[src/rtl/led_ctrl_pkg.sv]
// Shared types and helpers for the LED counter run/pause/direction controller.
package led_ctrl_pkg;

    localparam int STATE_W = 3;

    localparam logic [STATE_W-1:0] ENC_IDLE   = 3'd0;
    localparam logic [STATE_W-1:0] ENC_RUN_UP = 3'd1;
    localparam logic [STATE_W-1:0] ENC_RUN_DN = 3'd2;
    localparam logic [STATE_W-1:0] ENC_BNC_UP = 3'd3;
    localparam logic [STATE_W-1:0] ENC_BNC_DN = 3'd4;

    typedef enum logic [STATE_W-1:0] {
        S_IDLE   = ENC_IDLE,
        S_RUN_UP = ENC_RUN_UP,
        S_RUN_DN = ENC_RUN_DN,
        S_BNC_UP = ENC_BNC_UP,
        S_BNC_DN = ENC_BNC_DN
    } ctrl_state_t;

    function automatic int calc_div(input int clk_hz, input int tick_hz);
        return clk_hz / tick_hz;
    endfunction

    // Bits needed for a counter running 0..n-1 (at least one bit).
    function automatic int cnt_w(input int n);
        return (n < 2) ? 1 : $clog2(n);
    endfunction

endpackage

[src/rtl/led_counter_ctrl_btn_debounce.sv]
// Push-button conditioner: 2-FF synchroniser, stability filter, registered rise pulse.
module btn_debounce
    import led_ctrl_pkg::*;
#(
    parameter int DEB_CYCLES = 1_000_000
) (
    input  logic i_clk,
    input  logic i_rst_n,
    input  logic i_btn,
    output logic o_level,
    output logic o_rise
);

    localparam int            CW       = cnt_w(DEB_CYCLES);
    localparam logic [CW-1:0] CNT_LAST = CW'(DEB_CYCLES - 1);

    logic          r_s1;
    logic          r_s2;
    logic          r_level;
    logic          r_level_d;
    logic          r_rise;
    logic [CW-1:0] r_cnt;

    // Level only follows the synced input after DEB_CYCLES consecutive disagreeing samples.
    always_ff @(posedge i_clk or negedge i_rst_n) begin
        if (!i_rst_n) begin
            r_s1      <= 1'b0;
            r_s2      <= 1'b0;
            r_level   <= 1'b0;
            r_level_d <= 1'b0;
            r_rise    <= 1'b0;
            r_cnt     <= '0;
        end else begin
            r_s1      <= i_btn;
            r_s2      <= r_s1;
            r_level_d <= r_level;
            r_rise    <= r_level & ~r_level_d;
            if (r_s2 == r_level) begin
                r_cnt <= '0;
            end else if (r_cnt == CNT_LAST) begin
                r_level <= r_s2;
                r_cnt   <= '0;
            end else begin
                r_cnt <= r_cnt + 1'b1;
            end
        end
    end

    assign o_level = r_level;
    assign o_rise  = r_rise;

endmodule

[src/rtl/led_counter_ctrl.sv]
// Run/pause/direction FSM, prescaler and strobe outputs for the LED up/down counter.
// Define LED_CTRL_BOUNCE_EN to enable the bounce (ping-pong) count mode.
module led_counter_ctrl
    import led_ctrl_pkg::*;
#(
    parameter int CLK_HZ     = 100_000_000,
    parameter int TICK_HZ    = 5,
    parameter int DEB_CYCLES = 1_000_000,
    parameter int WIDTH      = 8
) (
    input  logic               clk,
    input  logic               rst_n,
    input  logic               btn_run,
    input  logic               btn_dir,
    input  logic               btn_mode,
    input  logic               btn_clr,
    input  logic [WIDTH-1:0]   cnt_val,
    output logic               cnt_en,
    output logic               cnt_dir,
    output logic               cnt_clr,
    output logic               running,
    output logic [STATE_W-1:0] state_o
);

    localparam int               DIV      = calc_div(CLK_HZ, TICK_HZ);
    localparam int               PW       = cnt_w(DIV);
    localparam logic [PW-1:0]    PRE_LAST = PW'(DIV - 1);
    localparam logic [WIDTH-1:0] VAL_MAX  = '1;

    logic [1:0] r_rst_sync;
    logic       w_rst_n;

    // Assert asynchronously, release two clocks later so all flops leave reset together.
    always_ff @(posedge clk or negedge rst_n) begin
        if (!rst_n) r_rst_sync <= 2'b00;
        else        r_rst_sync <= {r_rst_sync[0], 1'b1};
    end
    assign w_rst_n = r_rst_sync[1];

    logic w_run_lvl, w_dir_lvl, w_mode_lvl, w_clr_lvl;
    logic w_run_ev, w_dir_ev, w_mode_ev, w_clr_ev;

    btn_debounce #(.DEB_CYCLES(DEB_CYCLES)) u_deb_run (
        .i_clk(clk), .i_rst_n(w_rst_n), .i_btn(btn_run),  .o_level(w_run_lvl),  .o_rise(w_run_ev));
    btn_debounce #(.DEB_CYCLES(DEB_CYCLES)) u_deb_dir (
        .i_clk(clk), .i_rst_n(w_rst_n), .i_btn(btn_dir),  .o_level(w_dir_lvl),  .o_rise(w_dir_ev));
    btn_debounce #(.DEB_CYCLES(DEB_CYCLES)) u_deb_mode (
        .i_clk(clk), .i_rst_n(w_rst_n), .i_btn(btn_mode), .o_level(w_mode_lvl), .o_rise(w_mode_ev));
    btn_debounce #(.DEB_CYCLES(DEB_CYCLES)) u_deb_clr (
        .i_clk(clk), .i_rst_n(w_rst_n), .i_btn(btn_clr),  .o_level(w_clr_lvl),  .o_rise(w_clr_ev));

    logic w_unused;
    assign w_unused = ^{w_run_lvl, w_dir_lvl, w_mode_lvl, w_clr_lvl, w_mode_ev, cnt_val};

    ctrl_state_t   r_state, w_state_nxt;
    logic          r_dir, w_dir_nxt;
    logic [PW-1:0] r_presc, w_presc_nxt;
    logic          r_cnt_en, r_cnt_dir, r_cnt_clr, r_running;
    logic [STATE_W-1:0] r_state_o;
    logic          w_en_nxt, w_cnt_dir_nxt, w_clr_nxt;
    logic          w_run_st, w_up_st, w_tc;

    assign w_run_st = (r_state != S_IDLE);
    assign w_up_st  = (r_state == S_RUN_UP) || (r_state == S_BNC_UP);
    assign w_tc     = w_run_st && (r_presc == PRE_LAST);

    always_comb begin
        w_state_nxt   = r_state;
        w_dir_nxt     = r_dir;
        w_presc_nxt   = '0;
        w_en_nxt      = 1'b0;
        w_cnt_dir_nxt = r_cnt_dir;
        w_clr_nxt     = 1'b0;

        if (w_run_st) w_presc_nxt = (r_presc == PRE_LAST) ? '0 : r_presc + 1'b1;

        // A step that is due is always issued, using the direction of the state it was due in.
        if (w_tc) begin
            w_en_nxt      = 1'b1;
            w_cnt_dir_nxt = w_up_st;
`ifdef LED_CTRL_BOUNCE_EN
            if (r_state == S_BNC_UP && cnt_val == VAL_MAX) begin
                w_cnt_dir_nxt = 1'b0;
                w_state_nxt   = S_BNC_DN;
            end else if (r_state == S_BNC_DN && cnt_val == '0) begin
                w_cnt_dir_nxt = 1'b1;
                w_state_nxt   = S_BNC_UP;
            end
`endif
        end

        if (w_clr_ev) begin
            w_clr_nxt   = 1'b1;
            w_presc_nxt = '0;
        end else if (w_run_ev) begin
            w_presc_nxt = '0;
            if (r_state == S_IDLE) begin
                w_state_nxt = r_dir ? S_RUN_UP : S_RUN_DN;
            end else begin
                w_state_nxt = S_IDLE;
                w_dir_nxt   = w_up_st;
            end
        end else if (w_dir_ev) begin
            case (r_state)
                S_IDLE:   w_dir_nxt   = ~r_dir;
                S_RUN_UP: w_state_nxt = S_RUN_DN;
                S_RUN_DN: w_state_nxt = S_RUN_UP;
                S_BNC_UP: w_state_nxt = S_BNC_DN;
                S_BNC_DN: w_state_nxt = S_BNC_UP;
                default:  w_state_nxt = r_state;
            endcase
        end
`ifdef LED_CTRL_BOUNCE_EN
        else if (w_mode_ev) begin
            case (r_state)
                S_RUN_UP: w_state_nxt = S_BNC_UP;
                S_BNC_UP: w_state_nxt = S_RUN_UP;
                S_RUN_DN: w_state_nxt = S_BNC_DN;
                S_BNC_DN: w_state_nxt = S_RUN_DN;
                default:  w_state_nxt = r_state;
            endcase
        end
`endif
    end

    always_ff @(posedge clk or negedge w_rst_n) begin
        if (!w_rst_n) begin
            r_state   <= S_IDLE;
            r_dir     <= 1'b1;
            r_presc   <= '0;
            r_cnt_en  <= 1'b0;
            r_cnt_dir <= 1'b1;
            r_cnt_clr <= 1'b0;
            r_running <= 1'b0;
            r_state_o <= ENC_IDLE;
        end else begin
            r_state   <= w_state_nxt;
            r_dir     <= w_dir_nxt;
            r_presc   <= w_presc_nxt;
            r_cnt_en  <= w_en_nxt;
            r_cnt_dir <= w_cnt_dir_nxt;
            r_cnt_clr <= w_clr_nxt;
            r_running <= (w_state_nxt != S_IDLE);
            r_state_o <= w_state_nxt;
        end
    end

    assign cnt_en  = r_cnt_en;
    assign cnt_dir = r_cnt_dir;
    assign cnt_clr = r_cnt_clr;
    assign running = r_running;
    assign state_o = r_state_o;

endmodule

[config.mk]
export PLATFORM = sky130hd
export DESIGN_NAME = led_counter_ctrl
export DESIGN_NICKNAME = d
export VERILOG_FILES = /design/src/rtl/led_ctrl_pkg.sv /design/src/rtl/led_counter_ctrl_btn_debounce.sv /design/src/rtl/led_counter_ctrl.sv
export SDC_FILE = /design/constraint.sdc
export NUM_CORES = 1
export LEC_CHECK = 0
export ABC_AREA = 0
export CORE_MARGIN = 10
export CORE_UTILIZATION = 35
export DETAILED_ROUTE_END_ITERATION = 16
export PLACE_DENSITY = 0.65
export SLEW_MARGIN = 20
export SYNTH_ARGS = -nofsm -noshare
export SYNTH_HDL_FRONTEND = slang
export SYNTH_SLANG_ARGS = --single-unit
[constraint.sdc]
create_clock -name clk -period 2.99 [get_ports clk]
set_input_delay 0.299 -clock clk [delete_from_list [all_inputs] [get_ports clk]]
set_output_delay 0.299 -clock clk [all_outputs]
set_load 0.01 [all_outputs]
==> results of run 1 <==
==> metal layers <==
layer,GRT usage (%),routed length [um]
met4,3.424,112
met2,17.04,4596
met3,3.271,449
met1,12.17,4331
met5,0,0
==> worst max-delay path, stage by stage, from the launching register on <==
cell and delay [ps]:
dfrtp_1 410, ha_1 340, nand4_1 190, or3_4 400, nor2_4 120, mux2_1 330
==> final cells by class <==
cell class                      count  share of cell area, %
Multi-Input combinational cell    378                  39.84
Clock inverter                      7                  1.392
Sequential cell                   110                  47.96
Timing Repair Buffer               14                  2.305
Clock buffer                        9                  3.915
Inverter                            9                 0.5872
Tap cell                          184                  4.002
==> power groups by stage <==
stage	clock network [mW]	logic (mW)	registers, mW
4_1_cts	1.28	0.0545	1.53
5_1_grt	1.34	0.0622	1.54
3_3_place_gp	0	0.0525	1.56
3_5_place_dp	0	0.0542	1.56
6_report	1.24	0.0525	1.53
2_1_floorplan	0	0.0312	1.56
==> per-stage QoR <==
stage	util (%)	std cells	hold slack (ps)	setup WS, ps
global placement	37.63	695	333.9	1128
floorplan	-	511	3.409	1151
detailed placement	37.63	695	345.7	1094
finish	39.73	711	99.24	1118
CTS	39.73	711	87.92	1089
global route	39.73	711	103.9	884.7
==> cells in the final DEF (no fill, tap or decap), types with 2 or more instances in the layout <==
master	count
nor2b_1	4
nor3_1	18
clkbuf_16	9
xnor2_1	32
nand2_1	35
and4_1	6
nor4_1	7
and3_1	13
a21oi_1	6
inv_1	9
nor2_1	103
dfstp_2	2
buf_4	3
nand2b_1	2
inv_6	2
or2_2	5
mux2_2	3
ha_1	4
nand3_1	34
nand4_1	23
dfrtp_1	107
xor2_1	45
and2_1	4
nor4b_2	3
clkdlybuf4s50_1	11
nor4bb_1	2
o21ai_0	5
or3_1	2
==> worst paths after layout <==
check / start / to
setup / recovery: r_presc[0] / cnt_dir
hold / removal: rst_n / r_rst_sync[0]
setup reg to reg: r_presc[0] / cnt_dir
hold reg to reg: u_deb_run.r_s1 / u_deb_run.r_s2
max in group asynchronous: r_rst_sync[1] / u_deb_clr.r_cnt[12]
min in group clk: u_deb_run.r_s1 / u_deb_run.r_s2
==> cells by family after synthesis <==
family          Yosys count  synth area share [%]
flops                   110                 53.45
buf+inv                  23                 2.087
simple gates            272                 26.94
xor+xnor                 77                 13.08
compound gates           20                 2.525
mux                       4                0.8737
other cells               1               0.07275
fa+ha+maj                 4                0.9709
==> registers in the layout, summed over array words and instances, names as in the netlist, 2 cells and up <==
register         flops
state_o              3
r_presc             25
u_deb_run.r_cnt     20
u_deb_clr.r_cnt     20
u_deb_dir.r_cnt     20
r_rst_sync           2
==> summary.md, run 1 <==
| Metric | Value |
|---|---|
| Status | complete, no violations |
| Synth Warn # | 0 |
| VDD IR max | 0.3162 mV |
| R2R Setup Slk | 1120 ps |
| Unrepaired setup endpoints after global routing | no |
| Drt first pass iters | 4 |
| Syn_area_per_cell | 10.09 um2 |
| Die ar. | 19980 um2 |
| # IOs | 21 |
| HPWL after detailed placement | 6464 um |
| Overall die width | 141.4 um |
| Clk_skew | 7.079 ps |
| DR DRC count | 0 |
| Post_cts resized | 0 |
| Post-Syn Instances | 511 |
| All-Layer GR Usage | 10.23% |
| Via count | 3573 |
| Min Tclk post-route | 1873 ps |
| Reg power frac | 54.3% |
| Number of buffers created by CTS | 9 |
| Finish-stage setup viols | 0 |
| Post-Syn Nets | 529 |
| Top FF cell, synth | dfrtp_1 |
| Most numerous cell in the Yosys netlist | dfrtp_1 |
| Chip height | 141.4 um |
| # nets final | 540 |
| WS Path Type | flop to flop |
| Crit path max fanout | 7 |
| Worst Setup End Kind | flop |
| Max clock buf depth | 2 |
| Area of the multi-input gates | 2292 um2 |
| Initial Utilization | 35.60% |
| Initial DRC Count | 194 |
| Pwr Density | 490.4 nW/um2 |
| Post-synth top cells | dfrtp_1, nor2_1, xor2_1, nand2_1, nand3_1 |
| Area after DPL | 5448 um2 |
| Worst Path Required | 3270 ps |
| Cell accounting for the most synthesized area | dfrtp_1 |
| Post-CTS Setup Inserts | 0 |
| Fmax | 534.0 MHz |
| Routed wire per std cell | 13.35 um |
| CP Launch Type | flop |
| EDFF count, synth | 0 |
| Seq/Total Area, Yosys | 53.45% |
| Pint | 2.183 mW |
| Layout cells sized above 1 | 7.970% |
| Fillers | 1400 |
| Root buf cell | clkbuf_16 |
| Register bit total from synthesis | 110 |
| Antenna-violating nets left | 0 |
| Critical path arrival | 2160 ps |
| Final Wtd Congestion | 0.8643 |
| Pin count of the biggest net entering global routing | 67 |
| CTS H-Tree Depth | 3 |
| Core area | 14480 um2 |
| Switching share of power | 22.62% |
| Area growth syn-to-layout | 11.60% |
| Final Max Slew Viols | 0 |
| Fin crit share | 62.63% |
| Total Power | 2.821 mW |
| Initial antenna violation count | 0 |
| Ys async rst share | 100.0% |
| Final Hold Fails | 0 |
| Proportion of power drawn by the clock network | 43.9% |
| Final WL | 9490 um |
| Post-CTS Hold Buffers | 0 |
| Clock slew at the register clock pins of the worst setup and hold paths | 70 ps |
| Number of global-route vias before repair | 3717 |
| Clock tree sinks | 110 |
| Cell area after synthesis | 5155 um2 |
| IO Port Bufs | 11 |
| Fin area | 5753 um2 |
| Slew HR | 44.23% |
| Worst Tran Pin Value | 836.6 ps |
| NetSw | 0.6382 mW |
| # diodes | 0 |
| Cell variety after synth | 50 |
| Via-per-instance ratio | 5.025 |
| Top post-synthesis cells by area | dfrtp_1, xor2_1, nor2_1, xnor2_1, nand3_1 |
| Share of the synthesized area in the top cell type | 52.43% |
| HP Class | primary input to async pin |
| Register Area | 2759 um2 |
| Max-cap violations | 0 |
| Worst-Skew Late Latency | 360 ps |
| Comb power frac | 1.9% |
| CTS tree | built |
| # rows | 44 |
| Global-route wire length before repair | 17080 um |
| Global route overflow | 0 |
| R2R depth | 5 |
| LEAKAGE | 2.389 nW |
| Final setup TNS | 0 ps |
Note: power is estimated with default switching activity, not from simulation.
==> inputs of run 2 (changes only) <==
- PLACE_DENSITY: 0.65 -> 0.63
- clock period: 2.99 -> 1.9 ns (I/O delays scaled with it)
==> summary.md, run 2 (synthesis gave the netlist of run 1 again) <==
| Metric | Value |
|---|---|
| Root buf cell | clkbuf_16 |
| Most frequent cells in the layout | dfrtp_1, nor2_1, xor2_1, nand2_1, nand3_1 |
| Largest Register | r_presc |
| Comb power frac | 2.4% |
| Final Wtd Congestion | 0.8135 |
| Critical path arrival | 2070 ps |
| Finished Layout Cells | 723 |
| Proportion of power drawn by the clock network | 43.1% |
| Area after DPL | 5568 um2 |
| Fin area | 5908 um2 |
| Largest register FFs | 25 |
| DR DRC count | 0 |
| Reg power frac | 54.5% |
| Pint | 3.397 mW |
| Pin count of the biggest net entering global routing | 38 |
| Number of global-route vias before repair | 3615 |
| Die ar. | 19980 um2 |
| Crit path max fanout | 4 |
| Fillers | 1371 |
| Slew HR | 64.97% |
| Number of buffers created by CTS | 9 |
| Fin crit share | 94.61% |
| Overall die width | 141.4 um |
| Worst Tran Pin Value | 525.4 ps |
| Global-route wire length before repair | 17150 um |
| WS Path Type | flop to flop |
| R2r startpoint | r_presc[22] |
| Hold depth | 1 |
| Finish-stage setup viols | 0 |
| Final WL | 9502 um |
| NetSw | 1.007 mW |
| Hold Path Sink | u_deb_dir.r_s1 |
| HP Class | primary input to flop |
| Clock tree sinks | 110 |
| Initial antenna violation count | 0 |
| CTS tree | built |
| Dpl ws | 83.96 ps |
| Drt first pass iters | 4 |
| Post-CTS Setup Inserts | 0 |
| PnR worst setup slack | 102.3 ps |
| Layout cells sized above 1 | 10.76% |
| Core area | 14480 um2 |
| Final Max Slew Viols | 0 |
| Fmax | 556.3 MHz |
| Max-cap violations | 0 |
| Final Hold Fails | 0 |
| Worst Setup End Kind | flop |
| Via count | 3589 |
| Most common cell after layout, fill and taps aside | dfrtp_1 |
| Unrepaired setup endpoints after global routing | no |
| Chip height | 141.4 um |
| Util after Layout | 40.81% |
| Global route overflow | 0 |
| Clock slew at the register clock pins of the worst setup and hold paths | 70 ps |
| All-Layer GR Usage | 10.21% |
| # IOs | 21 |
| R2R depth | 5 |
| Antenna-violating nets left | 0 |
| Worst Path Required | 2170 ps |
| Final setup TNS | 0 ps |
| Initial Utilization | 35.60% |
| VDD IR max | 0.6772 mV |
| Via-per-instance ratio | 4.964 |
| Worst-Skew Late Latency | 360 ps |
| CTS H-Tree Depth | 3 |
| Area growth syn-to-layout | 14.61% |
| # nets final | 552 |
| Hold path startpoint | btn_dir |
| Worst R2R End | cnt_dir |
| Switching share of power | 22.86% |
| R2R Setup Slk | 100 ps |
| Clk_skew | 12.89 ps |
| Routed wire per std cell | 13.14 um |
| # diodes | 0 |
| Min Tclk post-route | 1798 ps |
| # rows | 44 |
| LEAKAGE | 2.474 nW |
| Status | complete, no violations |
| Initial DRC Count | 237 |
| Max clock buf depth | 2 |
| CP Launch Type | flop |
| Placed cells | 706 |
| IO Port Bufs | 11 |
| HPWL after detailed placement | 6583 um |
| Pwr Density | 745.4 nW/um2 |
## run 2: cell count changes in the layout (fill, tap and decap cells not counted), moves of 2 or more
cell and change:
clkbuf_8 +2, buf_12 +3, or2_2 -2, nor3_1 -3, or2_4 +2, nor3_2 +3
buf_4 +8
## run 2: per-layer routing
| layer | GRT usage (%) | share of wire [%] | routed length [um] |
|---|---|---|---|
| met1 | 12.66 | 48 | 4531 |
| met2 | 16.65 | 48 | 4582 |
| met3 | 3.505 | 3.3 | 311 |
| met4 | 2.500 | 0.80 | 76 |
| met5 | 0 | 0 | 0 |
## run 2: worst max-delay path by stage
stage	startpoint	end
after CTS	u_deb_clr.r_cnt[0]	u_deb_clr.r_cnt[14]
after global placement	r_presc[17]	cnt_dir
after global routing	r_presc[17]	cnt_dir
after floorplan	r_rst_sync[1]	cnt_clr
final	r_presc[22]	cnt_dir
after detailed placement	u_deb_clr.r_cnt[0]	u_deb_clr.r_cnt[8]
## run 2: final cells by class
type | instances | area [um2] | share of cell area, %
Sequential cell | 110 | 2759 | 46.70
Clock buffer | 11 | 252.7 | 4.278
Multi-Input combinational cell | 378 | 2321 | 39.28
Clock inverter | 5 | 48.80 | 0.8259
Tap cell | 184 | 230.2 | 3.897
Inverter | 9 | 33.78 | 0.5718
Timing Repair Buffer | 26 | 262.8 | 4.447
## run 2: power groups by stage
stage / registers (mW) / logic [mW] / clock network (mW)
after floorplan: 2.46 / 0.0491 / 0
after global placement: 2.45 / 0.106 / 0
after detailed placement: 2.45 / 0.110 / 0
after CTS: 2.40 / 0.112 / 1.95
after global routing: 2.41 / 0.124 / 2.07
final: 2.40 / 0.108 / 1.90
## run 2: per-stage QoR
stage / hold slack [ps] / total power [mW]
CTS: 255.2 / 4.467
detailed placement: 333.8 / 2.557
finish: 268.3 / 4.404
global route: 246.8 / 4.601
floorplan: -105.6 / 2.507
global placement: 323.7 / 2.551
## run 2: worst max-delay path, stage by stage, from the launching register on
cell     delay [ps]
dfrtp_1         430
nor4b_2         280
nand4_1         130
or3_4           450
nor2_4          110
mux2_1          320
## run 2: timing repair
action | 4_1_cts | 5_1_grt
gates resized for setup | 0 | 7
setup endpoints to repair | 0 | 45
hold buffers | 1 | 0
endpoints found under the hold margin | 2 | 0
